--- config.mk ---
export PLATFORM = sky130hd
export DESIGN_NAME = usr_burst
export DESIGN_NICKNAME = d
export VERILOG_FILES = /design/src/rtl/usr_burst.sv
export SDC_FILE = /design/constraint.sdc
export NUM_CORES = 1
export LEC_CHECK = 0
export ABC_AREA = 1
export BUFFER_PORTS_ARGS = -buffer_cell sky130_fd_sc_hd__buf_4
export CAP_MARGIN = 20
export CORE_ASPECT_RATIO = 0.7
export CORE_MARGIN = 2
export CORE_UTILIZATION = 27
export CTS_CLUSTER_DIAMETER = 50
export CTS_CLUSTER_SIZE = 20
export DETAILED_ROUTE_END_ITERATION = 12
export HOLD_SLACK_MARGIN = 0.02
export PLACE_DENSITY = 0.57
export SETUP_SLACK_MARGIN = 0.4
export SLEW_MARGIN = 15
export SYNTH_ARGS = -nofsm -noshare
export SYNTH_HDL_FRONTEND = slang
export SYNTH_SLANG_ARGS = --single-unit
--- constraint.sdc ---
create_clock -name i_clk -period 4.2 [get_ports i_clk]
set_clock_uncertainty 0.2 [all_clocks]
set_input_delay 0.63 -clock i_clk [delete_from_list [all_inputs] [get_ports i_clk]]
set_output_delay 0.63 -clock i_clk [all_outputs]
set_load 0.01 [all_outputs]
--- src/rtl/usr_burst.sv ---
// Universal shift register with a counted-burst shift engine.
// Define USR_ROTATE_EN to enable the rotate modes (100/101); otherwise they behave as hold.
module usr_burst #(
  parameter int unsigned WIDTH = 8,
  parameter int unsigned CNT_W = 4
) (
  input  logic             i_clk,
  input  logic             i_rst_n,
  input  logic             i_en,
  input  logic [2:0]       i_mode,
  input  logic [WIDTH-1:0] i_pin,
  input  logic             i_lin,
  input  logic             i_rin,
  input  logic             i_start,
  input  logic [CNT_W-1:0] i_count,
  output logic [WIDTH-1:0] o_out,
  output logic             o_lout,
  output logic             o_rout,
  output logic             o_busy,
  output logic             o_done
);

  localparam logic [0:0] ST_IDLE  = 1'b0;
  localparam logic [0:0] ST_SHIFT = 1'b1;

  localparam logic [2:0] M_HOLD = 3'b000;
  localparam logic [2:0] M_SHR  = 3'b001;
  localparam logic [2:0] M_SHL  = 3'b010;
  localparam logic [2:0] M_LOAD = 3'b011;
  localparam logic [2:0] M_ROR  = 3'b100;
  localparam logic [2:0] M_ROL  = 3'b101;
  localparam logic [2:0] M_ASR  = 3'b110;
  localparam logic [2:0] M_CLR  = 3'b111;

  logic [0:0]       r_state;
  logic [WIDTH-1:0] r_out;
  logic [CNT_W-1:0] r_cnt;
  logic [2:0]       r_mode;
  logic             r_busy;
  logic             r_done;

  logic [0:0]       w_state_nxt;
  logic [WIDTH-1:0] w_out_nxt;
  logic [CNT_W-1:0] w_cnt_nxt;
  logic [2:0]       w_mode_nxt;
  logic             w_done_nxt;
  logic [2:0]       w_op_mode;
  logic [WIDTH-1:0] w_res;
  logic             w_shift_class;

  // A burst replays its latched mode; in IDLE the live mode is applied.
  assign w_op_mode = (r_state == ST_SHIFT) ? r_mode : i_mode;

  // Single-step result of the selected operation on the current register.
  always_comb begin
    w_res = r_out;
    case (w_op_mode)
      M_HOLD: w_res = r_out;
      M_SHR:  w_res = {i_rin, r_out[WIDTH-1:1]};
      M_SHL:  w_res = {r_out[WIDTH-2:0], i_lin};
      M_LOAD: w_res = i_pin;
`ifdef USR_ROTATE_EN
      M_ROR:  w_res = {r_out[0], r_out[WIDTH-1:1]};
      M_ROL:  w_res = {r_out[WIDTH-2:0], r_out[WIDTH-1]};
`endif
      M_ASR:  w_res = {r_out[WIDTH-1], r_out[WIDTH-1:1]};
      M_CLR:  w_res = '0;
      default: w_res = r_out;
    endcase
  end

  // Modes eligible to be repeated as a burst.
  always_comb begin
    w_shift_class = 1'b0;
    case (i_mode)
      M_SHR, M_SHL, M_ASR: w_shift_class = 1'b1;
`ifdef USR_ROTATE_EN
      M_ROR, M_ROL:        w_shift_class = 1'b1;
`endif
      default:             w_shift_class = 1'b0;
    endcase
  end

  // Next-state and datapath control; done is a pulse and self-clears every edge.
  always_comb begin
    w_state_nxt = r_state;
    w_out_nxt   = r_out;
    w_cnt_nxt   = r_cnt;
    w_mode_nxt  = r_mode;
    w_done_nxt  = 1'b0;
    if (i_en) begin
      case (r_state)
        ST_IDLE: begin
          if (i_start && w_shift_class) begin
            w_mode_nxt = i_mode;
            w_cnt_nxt  = i_count;
            if (i_count == '0) begin
              w_done_nxt = 1'b1;
            end else begin
              w_state_nxt = ST_SHIFT;
            end
          end else begin
            w_out_nxt = w_res;
          end
        end
        ST_SHIFT: begin
          w_out_nxt = w_res;
          w_cnt_nxt = r_cnt - CNT_W'(1);
          if (r_cnt <= CNT_W'(1)) begin
            w_cnt_nxt   = '0;
            w_state_nxt = ST_IDLE;
            w_done_nxt  = 1'b1;
          end
        end
        default: begin
          w_state_nxt = ST_IDLE;
          w_cnt_nxt   = '0;
        end
      endcase
    end
  end

  always_ff @(posedge i_clk or negedge i_rst_n) begin
    if (!i_rst_n) begin
      r_state <= ST_IDLE;
      r_out   <= '0;
      r_cnt   <= '0;
      r_mode  <= M_HOLD;
      r_busy  <= 1'b0;
      r_done  <= 1'b0;
    end else begin
      r_state <= w_state_nxt;
      r_out   <= w_out_nxt;
      r_cnt   <= w_cnt_nxt;
      r_mode  <= w_mode_nxt;
      r_busy  <= (w_state_nxt == ST_SHIFT);
      r_done  <= w_done_nxt;
    end
  end

  assign o_out  = r_out;
  assign o_lout = r_out[WIDTH-1];
  assign o_rout = r_out[0];
  assign o_busy = r_busy;
  assign o_done = r_done;

endmodule
==> impl_metrics.py <==
metrics = {
    "sta": {
        "setup_tns_ps": 0,
        "hold_viol": 0,
        "setup_viol_count_final": 0,
        "rsz0062_at_grt": "false",
        "finalMaxSlewViolations": 0,
        "holdWs_ps": 35.2,
        "min_period_ps": 2120,
        "period_share_pct": 50.5,
        "max_slew.worst_pin.slew_ps": 578,
        "fmax_ghz": 0.471,
        "slew_headroom_pct": 61.4,
    },
    "setup_path": {
        "criticalPathCategory": "reg2reg",
        "crit_fanout": 12,
        "cpPeakStageDelay_ps": 540,
        "path_buf_inv": 1,
        "cp.arrival_ps": 2100,
        "crit_path_end_kind": "flop",
        "required_ps": 4170,
        "crit_chain": "inv_6 > nand2_1 > nand2_1 > nand3_1 > nor2_1 > nor2_1 > a21oi_1",
        "crit_slowest_cell": "dfrtp_1",
        "critPathLaunchType": "flop",
        "cp_top_family": "simple AND/OR/NAND/NOR gates",
    },
    "synthesis": {
        "netlist_instances": 179,
        "syn_area_per_cell_um2": 6.78,
        "synth.distinct_cells": 26,
        "synth_area_um2": 1210,
        "ys_ff_latch": 17,
        "synth_warnings": 0,
        "ys_seq_area_share_pct": 35.1,
        "syn_nets": 202,
    },
    "die": {
        "die_w_um": 84.1,
        "die-height_um": 60.1,
        "start_util_pct": 28.0,
        "rows": 20,
        "ioPinCount": 33,
        "die_area_um2": 5060,
        "fp.coreArea_um2": 4330,
    },
    "final_layout": {
        "finalCoreUtilization_pct": 34.7,
        "instances_no_fill": 264,
        "antenna_cells": 0,
        "fillers": 489,
        "drive_above_1_share_pct": 21.5,
        "area_growth_syn_to_layout_pct": 23.9,
        "final_nets": 233,
        "design_area_um2": 1500,
    },
    "place": {
        "numPortBuffers": 32,
        "place_area_um2": 1460,
        "hpwl_um": 2070,
        "placedCellCount": 260,
        "routabilityCongestion": 0.801,
    },
    "route": {
        "vias_per_cell": 4.21,
        "detail-route-antenna-nets": 0,
        "remaining_drc_errors": 0,
        "vias": 1112,
        "detail_route.iter0.violations": 47,
        "wl_per_cell_um": 10.2,
        "wl_um": 2700,
        "firstDrtPassIters": 4,
    },
    "cts": {
        "insertion_delay_ps": 250,
        "cts_hold_buf": 0,
        "clk_pin_slew_worst_paths_ps": 70,
        "clk_path_buf_depth": 2,
        "numCtsBuffers": 3,
        "cts_root_buffer": "clkbuf_8",
        "ctsResizeCount": 0,
        "htree_levels": 1,
        "cts_tree": "done",
        "postCtsSetupBuffers": 0,
        "cts_sinks": 17,
    },
    "global_route": {
        "grt_max_degree": 18,
        "grt_pass1_wl_um": 4480,
        "grt_pass1_vias": 970,
        "grt.overflow.total": 0,
        "antenna_found_initial": 0,
        "grt_usage_pct": 11.2,
    },
    "power_and_ir_drop": {
        "p_per_area_nw_per_um2": 582,
        "peakVddDrop_mv": 0.203,
        "p_leak_nw": 0.856,
    },
    "status": {
        "status": "complete, no violations",
    },
    "job": {
        "cap_violations": 0,
    },
    "hold_path": {
        "min_path_type": "in2async",
    },
}
cell type report:
| class | count | area (um2) | share of cell area, % |
|---|---|---|---|
| clock buffers | 3 | 41.3 | 2.75 |
| clock inverters | 1 | 5.00 | 0.333 |
| inverters | 37 | 144 | 9.57 |
| multi-input cells | 119 | 579 | 38.5 |
| flip-flops and latches | 17 | 425 | 28.3 |
| well taps | 55 | 68.8 | 4.58 |
| repair buffers | 32 | 240 | 16.0 |
cells by family (layout without fill, tap and decap cells):
kind of cell	after synthesis	after routing	synth area share, %
and+or+nand+nor	84	84	30.3
buffers and inverters	43	73	17.2
AOI/OAI and AO/OA	31	31	13.9
DFF	17	17	35.1
adders and majority gates	2	2	2.06
xor gates and xnor gates	2	2	1.44
power by group:
| part | total, mW | internal, mW | switching, mW |
|---|---|---|---|
| Combinational | 0.460 | 0.192 | 0.268 |
| Clock | 0.123 | 0.0658 | 0.0570 |
| Sequential | 0.293 | 0.235 | 0.0579 |
layer usage:
| layer | up-vias | wire, um | track usage, % |
|---|---|---|---|
| met5 | - | 0 | 0 |
| met2 | 22 | 1110 | 17.2 |
| met3 | 0 | 120 | 3.04 |
| li1 | 603 | - | - |
| met4 | 0 | 0 | 2.76 |
| met1 | 487 | 1460 | 15.7 |
state kept, by name, summed over array words and instances, names as in the netlist:
| signal | cells |
|---|---|
| r_cnt | 4 |
| o_busy | 1 |
| r_mode | 3 |
| o_out | 8 |
| o_done | 1 |
per-stage QoR:
stage	power [mW]	setup slack (ps)
2_1_floorplan	0.632	2480
3_3_place_gp	0.755	2120
3_5_place_dp	0.757	2080
4_1_cts	0.887	2050
5_1_grt	0.969	1900
6_report	0.875	2080
cell usage in the layout, fill, tap and decap left out, types with 2 or more instances in the layout:
cell / instances
nor2_1: 32
nand2_1: 39
nand2_2: 3
nand4_1: 2
nand2_4: 2
clkbuf_8: 3
dfrtp_1: 17
buf_4: 32
a21oi_1: 14
nand3_1: 4
inv_1: 36
ha_1: 2
o21ai_0: 11
worst paths after layout:
| check | startpoint | to | slack, ps | depth (start not counted) |
|---|---|---|---|---|
| worst min-delay path | i_rst_n | o_done$_DFF_PN0_ | 40 | 1 |
| worst min register to register | r_mode[1]$_DFFE_PN0P_ | r_mode[1]$_DFFE_PN0P_ | 300 | 1 |
| worst max-delay path | o_busy$_DFFE_PN0P_ | o_out[2]$_DFFE_PN0P_ | 2080 | 7 |
| min in group i_clk | r_mode[1]$_DFFE_PN0P_ | r_mode[1]$_DFFE_PN0P_ | 300 | 1 |
| worst max register to register | o_busy$_DFFE_PN0P_ | o_out[2]$_DFFE_PN0P_ | 2080 | 7 |
| max in group asynchronous | i_rst_n | o_out[1]$_DFFE_PN0P_ | 3570 | 1 |
synth_stat cells (all sizes together):
master / number / area, um2
nand2: 44 / 188
a21boi: 1 / 7.51
inv: 37 / 144
xnor2: 1 / 8.76
a21oi: 15 / 78.8
o21a: 1 / 7.51
dfrtp: 17 / 425
nand4: 2 / 12.5
clkbuf: 1 / 7.51
nor2: 32 / 120
o22ai: 1 / 6.26
xor2: 1 / 8.76
o2111ai: 1 / 8.76
ha: 2 / 25.0
buf: 5 / 57.6
nand3: 6 / 47.6
o21ai: 12 / 60.1
(Power assumes the default switching activity.)
